### config.mk
export PLATFORM = sky130hd
export DESIGN_NAME = copper_fetch
export DESIGN_NICKNAME = d
export VERILOG_FILES = /design/src/rtl/xosera_pkg.sv /design/src/rtl/copper_fetch_fifo.sv /design/src/rtl/copper_fetch.sv
export SDC_FILE = /design/constraint.sdc
export NUM_CORES = 1
export LEC_CHECK = 0
export ABC_AREA = 1
export CAP_MARGIN = 20
export CORE_ASPECT_RATIO = 0.8
export CORE_UTILIZATION = 50
export DETAILED_ROUTE_END_ITERATION = 10
export PLACE_DENSITY = 0.76
export SLEW_MARGIN = 10
export SYNTH_ARGS = -nofsm -noshare
export SYNTH_HDL_FRONTEND = slang
export SYNTH_HIERARCHICAL = 1
export SYNTH_SLANG_ARGS = --single-unit
### constraint.sdc
create_clock -name clk -period 2.75 [get_ports clk]
set_input_delay 0.275 -clock clk [delete_from_list [all_inputs] [get_ports clk]]
set_output_delay 0.275 -clock clk [all_outputs]
set_load 0.01 [all_outputs]
### src/rtl/xosera_pkg.sv
// Shared copper types and constants for the fetch unit and copper program memories.
package xosera_pkg;

  localparam int unsigned COPP_AWIDTH = 10;

  typedef struct packed {
    logic [15:0] even;
    logic [15:0] odd;
  } copp_instr_t;

endpackage

### src/rtl/copper_fetch_fifo.sv
// Two-entry prefetch FIFO of {instruction, address}; head is presented directly from storage.
module copper_fetch_fifo
  import xosera_pkg::*;
#(
  parameter int unsigned AWIDTH = COPP_AWIDTH
) (
  input  logic              clk,
  input  logic              reset_n_i,
  input  logic              i_push,
  input  logic              i_pop,
  input  logic              i_flush,
  input  copp_instr_t       i_instr,
  input  logic [AWIDTH-1:0] i_addr,
  output copp_instr_t       o_instr,
  output logic [AWIDTH-1:0] o_addr,
  output logic [1:0]        o_count,
  output logic              o_valid
);

  copp_instr_t       r_instr [2];
  logic [AWIDTH-1:0] r_addr  [2];
  logic [1:0]        r_count;
  logic              r_rd_ptr;
  logic              r_wr_ptr;
  logic              w_pop;

  assign w_pop   = i_pop && (r_count != 2'd0);
  assign o_instr = r_instr[r_rd_ptr];
  assign o_addr  = r_addr[r_rd_ptr];
  assign o_count = r_count;
  assign o_valid = (r_count != 2'd0);

  always_ff @(posedge clk or negedge reset_n_i) begin
    if (!reset_n_i) begin
      r_count  <= 2'd0;
      r_rd_ptr <= 1'b0;
      r_wr_ptr <= 1'b0;
      for (int i = 0; i < 2; i++) begin
        r_instr[i] <= '0;
        r_addr[i]  <= '0;
      end
    end else if (i_flush) begin
      r_count  <= 2'd0;
      r_rd_ptr <= 1'b0;
      r_wr_ptr <= 1'b0;
    end else begin
      if (i_push) begin
        r_instr[r_wr_ptr] <= i_instr;
        r_addr[r_wr_ptr]  <= i_addr;
        r_wr_ptr          <= ~r_wr_ptr;
      end
      if (w_pop) begin
        r_rd_ptr <= ~r_rd_ptr;
      end
      r_count <= r_count + {1'b0, i_push} - {1'b0, w_pop};
    end
  end

  // The issue throttle upstream must make a push into a full FIFO impossible.
  always_ff @(posedge clk) begin
    if (reset_n_i && !i_flush) begin
      assert (!(i_push && !w_pop && (r_count == 2'd2)));
    end
  end

endmodule

### src/rtl/copper_fetch.sv
// Copper instruction fetch: pc, one in-flight memory read, redirect handling and prefetch FIFO.
module copper_fetch
  import xosera_pkg::*;
#(
  parameter int unsigned AWIDTH = COPP_AWIDTH
) (
  input  logic              clk,
  input  logic              reset_n_i,
  input  logic              en_i,
  input  logic              restart_i,
  input  logic              branch_i,
  input  logic [AWIDTH-1:0] branch_addr_i,
  output logic [AWIDTH-1:0] mem_addr_o,
  input  logic [15:0]       mem_even_data_i,
  input  logic [15:0]       mem_odd_data_i,
  output logic [31:0]       instr_o,
  output logic [AWIDTH-1:0] instr_addr_o,
  output logic              instr_valid_o,
  input  logic              instr_ready_i
);

  logic [AWIDTH-1:0] r_pc;
  logic              r_inflight;
  logic [AWIDTH-1:0] r_inflight_addr;

  logic [AWIDTH-1:0] w_pc_next;
  logic [AWIDTH-1:0] w_target;
  logic [1:0]        w_count;
  logic [2:0]        w_level;
  logic              w_pop;
  logic              w_push;
  logic              w_redirect;
  logic              w_issue;
  copp_instr_t       w_mem_instr;
  copp_instr_t       w_head;

  assign w_pop       = instr_valid_o && instr_ready_i;
  assign w_redirect  = branch_i || restart_i;
  // Restart outranks branch when both pulse together.
  assign w_target    = restart_i ? '0 : branch_addr_i;
  assign w_level     = {1'b0, w_count} + {2'b00, r_inflight} - {2'b00, w_pop};
  assign w_issue     = en_i && !w_redirect && (w_level < 3'd2);
  assign w_push      = r_inflight && !w_redirect;
  assign w_mem_instr = '{even: mem_even_data_i, odd: mem_odd_data_i};

  assign mem_addr_o  = r_pc;
  assign instr_o     = w_head;

  always_comb begin
    w_pc_next = r_pc;
    if (w_redirect) begin
      w_pc_next = w_target;
    end else if (w_issue) begin
      w_pc_next = r_pc + AWIDTH'(1);
    end
  end

  always_ff @(posedge clk or negedge reset_n_i) begin
    if (!reset_n_i) begin
      r_pc            <= '0;
      r_inflight      <= 1'b0;
      r_inflight_addr <= '0;
    end else begin
      r_pc       <= w_pc_next;
      r_inflight <= w_issue;
      if (w_issue) begin
        r_inflight_addr <= r_pc;
      end
    end
  end

  copper_fetch_fifo #(
    .AWIDTH(AWIDTH)
  ) u_fifo (
    .clk      (clk),
    .reset_n_i(reset_n_i),
    .i_push   (w_push),
    .i_pop    (w_pop),
    .i_flush  (w_redirect),
    .i_instr  (w_mem_instr),
    .i_addr   (r_inflight_addr),
    .o_instr  (w_head),
    .o_addr   (instr_addr_o),
    .o_count  (w_count),
    .o_valid  (instr_valid_o)
  );

endmodule
== Word-level counts from Yosys, hierarchy flattened ==
Index checks and enable logic that the tools add are counted.
Storage, ports and cells
  bits of input ports: 48
  word-level logic and storage cells: 59
  register bits after elaboration: 109
Cells by class
  bitwise gates (word level): 5
  multiplexer cells: 20
  add/sub/neg operators: 5
  magnitude comparators: 4
  reductions and logical operators: 13
Operators by type and width (number)
  2-to-1 mux 32 bit: 4
  2-to-1 mux 10 bit: 7
  bitwise mux 64 bit: 1
  demux 32 bit (select 1 bit): 1
  bitwise mux 20 bit: 1
  adder 10 x 1 -> 10 bit (second input constant): 1
  demux 10 bit (select 1 bit): 1
  nonzero test 2 bit: 4
  logical AND 1 bit: 6
  greater-or-equal comparator 2 bit (second input constant): 2
  2-to-1 mux 1 bit: 4
  NOT 1 -> 2 bit: 2
  adder 2 x 1 -> 3 bit: 1
  < comparator 3 x 2 -> 1 bit (second input constant): 1
  NOT 1 bit: 3
  subtractor 3 x 1 -> 3 bit: 1
  adder 2 x 1 -> 2 bit: 1
  < comparator 2 x 1 -> 1 bit (second input constant): 1
  2-to-1 mux 2 bit: 1
  AND reduction 2 bit: 1
  subtractor 2 x 1 -> 2 bit: 1
  logical NOT 1 bit: 1
  logical OR 1 bit: 1

== Logic depth before layout (Yosys ltp) ==
  word-level depth: 7
  gate-level depth with buffers: 14
  mapped depth without buffers: 14

== Hierarchy ==
The synthesis kept the hierarchy.
Modules (own cells, without submodules)
  copper_fetch_fifo: area each 4055.1 um2, cells each 478, seq. area each 2202.1 um2, times used 1
  copper_fetch: area each 1189.9 um2, cells each 163, seq. area each 525.5 um2, times used 1

== Least setup slack after synthesis ==
OpenSTA, ideal clock, no wires.
  path type: register -> register
  start: register u_fifo.r_count[1] (netlist: u_fifo/o_count[1])
  end: register r_inflight_addr[3]
  cell stages (with the launch flop): 14
  clock period less this slack: 2.457 ns
  arrival: 2.330 ns
  path buffers: 1
  path slack: 0.293 ns
  library setup time: 0.127 ns
  cells stage by stage: dfrtp_1 inv_1 nand2_1 nand2_1 inv_1 ha_1 or2_2 fa_1 nand2_1 inv_1 nand4_1 buf_2 nand2_1 o21ai_0
On the way
  cells in the longest elaborated chain, start to end: 5
  elaborated cells on any way between the ends: 6
RTL lines
  start: declaration: RTL line copper_fetch_fifo.sv:22  | logic [1:0] r_count;
  start signal: assignment: RTL line copper_fetch_fifo.sv:55  | r_count <= r_count + {1'b0, i_push} - {1'b0, w_pop};
  nonzero test 2 bit: RTL line copper_fetch_fifo.sv:31  | assign o_valid = (r_count != 2'd0);
  via instr_valid_o: RTL line copper_fetch.sv:18  | output logic instr_valid_o,
  logical AND 1 bit: RTL line copper_fetch.sv:37  | assign w_pop = instr_valid_o && instr_ready_i;
  via w_pop: RTL line copper_fetch.sv:30  | logic w_pop;
  subtractor 3 x 1 -> 3 bit: RTL line copper_fetch.sv:41  | assign w_level = {1'b0, w_count} + {2'b00, r_inflight} - {2'b00, w_pop};
  < comparator 3 x 2 -> 1 bit: RTL line copper_fetch.sv:42  | assign w_issue = en_i && !w_redirect && (w_level < 3'd2);
  logical AND 1 bit: RTL line copper_fetch.sv:42
  end signal: assignment: RTL line copper_fetch.sv:67  | r_inflight_addr <= r_pc;
  end: declaration: RTL line copper_fetch.sv:24  | logic [AWIDTH-1:0] r_inflight_addr;
The timed path passes the listed nets, and every way through them passes these cells.
A chain may end at the register's enable or synchronous reset.

== Worst setup path in the final report ==
  start: register u_fifo.r_count[1] (netlist: u_fifo/o_count[1])
  end: register r_pc[3] (netlist: mem_addr_o[3])
On the way
  cells in the longest elaborated chain, start to end: 6
  elaborated cells on any way between the ends: 7
RTL lines
  nonzero test 2 bit: RTL line copper_fetch_fifo.sv:31
  logical AND 1 bit: RTL line copper_fetch.sv:37
  via w_pop: RTL line copper_fetch.sv:30
  subtractor 3 x 1 -> 3 bit: RTL line copper_fetch.sv:41
  < comparator 3 x 2 -> 1 bit: RTL line copper_fetch.sv:42
  logical AND 1 bit: RTL line copper_fetch.sv:42
  nonzero test 2 bit (no source line)
  end signal: assignment: RTL line copper_fetch.sv:64  | r_pc <= w_pc_next;
  end: declaration: RTL line copper_fetch.sv:22  | logic [AWIDTH-1:0] r_pc;
The timed path passes the listed nets, and every way through them passes these cells.

==> load_flow_metrics.sql <==
INSERT INTO impl_metrics (metric_group, metric, value, unit) VALUES
('pwr', 'leakage_power_of_the_design', '3.34', 'nW'),
('critical_path', 'reg2reg_depth', '14', ''),
('critical_path', 'worstPathRequired', '3.02', 'ns'),
('critical_path', 'path_class', 'reg -> reg', ''),
('floorplan', 'die_height', '93.6', 'microns'),
('pwr', 'power_per_cell_area', '572', 'nW/um^2'),
('critical_path', 'endpoint_kind', 'flop', ''),
('yosys', 'ys_types', '25', ''),
('sta', 'final-max-slew-violation-count', '0', ''),
('routing', 'routed-via-count', '4382', ''),
('layout', 'layout-area-overhead-vs-synth', '27.6', '%'),
('critical_path', 'path_max_fanout', '5', ''),
('sta', 'min_period_over_period', '96.8', '%'),
('sta', 'worst_hold_slack', '-0.00271', 'ns'),
('sta', 'finClkSkew', '0.00926', 'ns'),
('global_route', 'grtUsageTotal', '22.8', '%'),
('floorplan', 'floorplan.initialDensity', '51.2', '%'),
('floorplan', 'coreArea', '10200', 'sq um'),
('outcome', 'outcome', 'finished, violations left', ''),
('critical_path', 'crit_path_top_delay_cell', 'sky130_fd_sc_hd__fa_1', ''),
('critical_path', 'setup.reg_to_reg.worst_slack', '0.09', 'ns'),
('sta', 'period_needed', '2.66', 'ns'),
('routing', 'dr.first_iter.drc_count', '244', ''),
('global_route', 'global_route_wire_length_before_repair', '19100', 'microns'),
('routing', 'via_per_inst', '4.96', ''),
('sta', 'worst-slew-pin-transition', '0.568', 'ns'),
('yosys', 'synth_fp_nets', '694', ''),
('clocking', 'clock_transition_time_at_the_flip_flop_clock_pins_of_the_worst_setup_and_hold_paths', '0.07', 'ns'),
('place', 'rd_place_congestion', '0.832', ''),
('layout', 'layout-drive-gt1-share', '11.3', '%'),
('flow_run', 'max-cap-violations', '0', ''),
('clocking', 'tritoncts', 'built', ''),
('outcome', 'violated_checks', 'hold timing', ''),
('clocking', 'root_buffer', 'sky130_fd_sc_hd__clkbuf_16', ''),
('yosys', 'synth_sequential_area_ratio', '52.0', '%'),
('routing', 'antenna_violating_nets_post_route', '0', ''),
('clocking', 'clock_sink_count', '109', ''),
('critical_path', 'crit_path_max_incr_delay', '0.56', 'ns'),
('routing', 'route.detailed.drc', '0', ''),
('global_route', 'grt.overflow.total', '0', ''),
('sta', 'setup_total_negative_slack', '0', 'ns'),
('hold_path', 'holdCritPathClass', 'in -> async', ''),
('clocking', 'clk_latency', '0.35', 'ns'),
('place', 'place_hpwl', '7750', 'microns'),
('critical_path', 'critical_path.startpoint_type', 'flop', ''),
('floorplan', 'floorplan.rows', '33', ''),
('yosys', 'yosysWarningCount', '6', ''),
('yosys', 'ys_dominant_reg_cell', 'sky130_fd_sc_hd__dfrtp_1', ''),
('sta', 'maxClockFrequency', '376', 'MHz'),
('sta', 'final-setup-viol-count', '0', ''),
('yosys', 'synth.ff_latch_count', '109', ''),
('critical_path', 'crit_path_cell_trace', 'inv_2 > nand2_2 > nand2_1 > inv_1 > ha_1 > or2_4 > fa_1 > nand2_2 > inv_1 > nand4_1 > buf_4 > nand2_1 > o21ai_0 > o21ai_2', ''),
('routing', 'firstDrtPassIters', '5', ''),
('floorplan', 'io_pins', '101', ''),
('clocking', 'htreeDepth', '3', ''),
('pwr', 'ir_drop', '0.432', 'mV'),
('place', 'io_buffer_count', '100', ''),
('yosys', 'syn_avg_cell_area', '8.18', 'sq um'),
('layout', 'antenna-diode-count', '0', ''),
('critical_path', 'timing.rr.end', 'mem_addr_o[3]$_DFFE_PN0P_', ''),
('floorplan', 'die_area', '10900', 'sq um'),
('clocking', 'tritoncts.num_buffers', '9', ''),
('sta', 'slew-limit-headroom', '62.1', '%'),
('yosys', 'post_synth_inst_count', '641', ''),
('clocking', 'cts_max_path_buffers', '2', ''),
('global_route', 'grt_start_max_net_pins', '110', ''),
('critical_path', 'arrival', '2.93', 'ns'),
('critical_path', 'rr_startpoint', 'u_fifo/o_count[1]$_DFF_PN0_', ''),
('yosys', 'async_set_or_reset_register_ratio_after_synthesis', '100', '%'),
('yosys', 'total_standard_cell_area_after_synthesis', '5250', 'sq um'),
('routing', 'drt-total-wl', '11700', 'microns'),
('yosys', 'synth-edff-count', '0', ''),
('global_route', 'vias_in_the_first_global_route', '4194', ''),
('floorplan', 'die_width', '117', 'microns'),
('place', 'postPlaceCellArea', '6300', 'sq um'),
('routing', 'route.detailed.wl_per_inst', '13.2', 'microns'),
('layout', 'stdcell_area', '6690', 'sq um'),
('layout', 'final_nets', '792', ''),
('global_route', 'grt_antenna_before_repair', '0', ''),
('sta', 'timing.final.hold_violations', '1', '');
## cell type report
| class | instances | area [sq um] |
|---|---|---|
| Clock buffer | 12 | 246 |
| Clock inverter | 4 | 95.1 |
| Fill cell | 879 | 3550 |
| Inverter | 70 | 263 |
| Multi-Input combinational cell | 432 | 2040 |
| Sequential cell | 109 | 2730 |
| Tap cell | 140 | 175 |
| Timing Repair Buffer | 117 | 1140 |
## timing repair
item                       in CTS  in global routing
setup endpoints to repair       0                 13
hold endpoints to repair        0                  0
resized for setup               0                 10
hold buffers                    0                  0
setup buffers                   0                  3
## sequential cells by signal (all words and copies together) (netlist names)
signal,flops
mem_addr_o,10
r_inflight,1
r_inflight_addr,10
u_fifo/o_count,2
u_fifo/r_addr,20
u_fifo/r_instr,64
u_fifo/r_rd_ptr,1
u_fifo/r_wr_ptr,1
## cells by family (layout without fill, tap and decap cells)
| kind of cell | count (synthesis) | after routing | synth area share, % |
|---|---|---|---|
| flip-flops | 109 | 109 | 52.0 |
| buffers and inverters | 100 | 203 | 9.37 |
| AND/OR/NAND/NOR | 319 | 319 | 24.0 |
| AO/OA/AOI/OAI | 108 | 108 | 13.3 |
| adder cells (fa/ha/maj) | 5 | 5 | 1.34 |
## cells in the mapped netlist (all sizes together) (2+ instances only)
library cell	n	area (sq um)
dfrtp	109	2730
nand4	2	12.5
nor2	16	70.1
nand3	14	75.1
clkbuf	8	31.3
nand2	284	1070
ha	4	50.1
o21ai	104	663
buf	22	198
a21oi	2	10.0
or2	2	12.5
inv	69	259
## stage by stage
step / hold slack [ns] / setup slack (ns) / cells / power (mW) / utilization [%]
final: -0.00271 / 0.0890 / 884 / 3.83 / 65.3
after global routing: 0.0395 / -0.0321 / 884 / 4.00 / 65.3
after CTS: 0.0246 / 0.0499 / 879 / 3.86 / 64.9
after detailed placement: 0.392 / 0.0238 / 863 / 2.39 / 61.5
after global placement: 0.386 / 0.123 / 863 / 2.37 / 61.5
after floorplan: -0.0206 / 0.293 / 641 / 2.05 / -
## cells in the final DEF, fill, tap and decap left out
| master | netlist | routed |
|---|---|---|
| sky130_fd_sc_hd__clkbuf_16 | 0 | 9 |
| sky130_fd_sc_hd__dfrtp_2 | 0 | 1 |
| sky130_fd_sc_hd__bufinv_16 | 0 | 3 |
| sky130_fd_sc_hd__or2_4 | 0 | 1 |
| sky130_fd_sc_hd__clkbuf_8 | 0 | 1 |
| sky130_fd_sc_hd__dfrtp_1 | 109 | 108 |
| sky130_fd_sc_hd__clkbuf_1 | 7 | 2 |
| sky130_fd_sc_hd__clkinv_2 | 0 | 1 |
| sky130_fd_sc_hd__clkdlybuf4s50_1 | 0 | 99 |
| sky130_fd_sc_hd__nand3_4 | 0 | 1 |
| sky130_fd_sc_hd__inv_2 | 2 | 4 |
| sky130_fd_sc_hd__o21ai_0 | 44 | 44 |
| sky130_fd_sc_hd__o21ai_2 | 38 | 38 |
| sky130_fd_sc_hd__buf_6 | 14 | 1 |
| sky130_fd_sc_hd__ha_1 | 4 | 4 |
| sky130_fd_sc_hd__a22oi_1 | 1 | 1 |
| sky130_fd_sc_hd__nand2_1 | 284 | 282 |
| sky130_fd_sc_hd__nor2_4 | 1 | 1 |
| sky130_fd_sc_hd__nand3_1 | 13 | 13 |
| sky130_fd_sc_hd__nand2_2 | 0 | 2 |
| sky130_fd_sc_hd__fa_1 | 1 | 1 |
| sky130_fd_sc_hd__a21oi_1 | 2 | 2 |
| sky130_fd_sc_hd__o21ai_1 | 22 | 22 |
| sky130_fd_sc_hd__buf_4 | 0 | 16 |
| sky130_fd_sc_hd__nor2_2 | 1 | 1 |
| sky130_fd_sc_hd__inv_1 | 67 | 65 |
| sky130_fd_sc_hd__or2_2 | 2 | 1 |
| sky130_fd_sc_hd__nand4_1 | 2 | 2 |
| sky130_fd_sc_hd__clkinv_1 | 1 | 1 |
| sky130_fd_sc_hd__o21bai_4 | 1 | 1 |
| sky130_fd_sc_hd__nor2_1 | 14 | 14 |
| sky130_fd_sc_hd__buf_12 | 0 | 1 |
| sky130_fd_sc_hd__nand3b_4 | 1 | 1 |
## per-layer routing
layer  up-vias  track usage (%)  share of wire, %
met1      2067             30.3                46
met4         0             6.09               1.1
met3        12             5.38               5.8
li1       2174                -                 -
met2       129             37.3                47
met5         -                0                 0
## worst max-delay path by stage
stage | depth (start not counted) | start | to | slack (ns)
6_report | 14 | u_fifo/o_count[1]$_DFF_PN0_ | mem_addr_o[3]$_DFFE_PN0P_ | 0.09
3_5_place_dp | 12 | instr_ready_i | r_inflight_addr[5]$_DFFE_PN0P_ | 0.02
3_3_place_gp | 12 | instr_ready_i | r_inflight_addr[3]$_DFFE_PN0P_ | 0.12
4_1_cts | 13 | u_fifo/o_count[1]$_DFF_PN0_ | r_inflight_addr[2]$_DFFE_PN0P_ | 0.05
5_1_grt | 13 | u_fifo/o_count[1]$_DFF_PN0_ | r_inflight_addr[0]$_DFFE_PN0P_ | -0.03
2_1_floorplan | 13 | u_fifo/o_count[1]$_DFF_PN0_ | r_inflight_addr[3]$_DFFE_PN0P_ | 0.29
## report_power, final
part           internal (mW)  leakage, nW  total [mW]  switching (mW)
Sequential              1.71         1.48        1.78          0.0748
Combinational          0.303         1.69       0.581           0.278
Clock                  0.914        0.167        1.46           0.550
## critical path: cells and delay by family (launching register included)
kind / cells / cell delay [ns]
simple gates: 6 / 0.75
fa+ha+maj: 2 / 0.83
compound gates: 2 / 0.16
buf+inv: 4 / 0.42
flops: 1 / 0.42
Note: power is estimated with default switching activity, not from simulation.
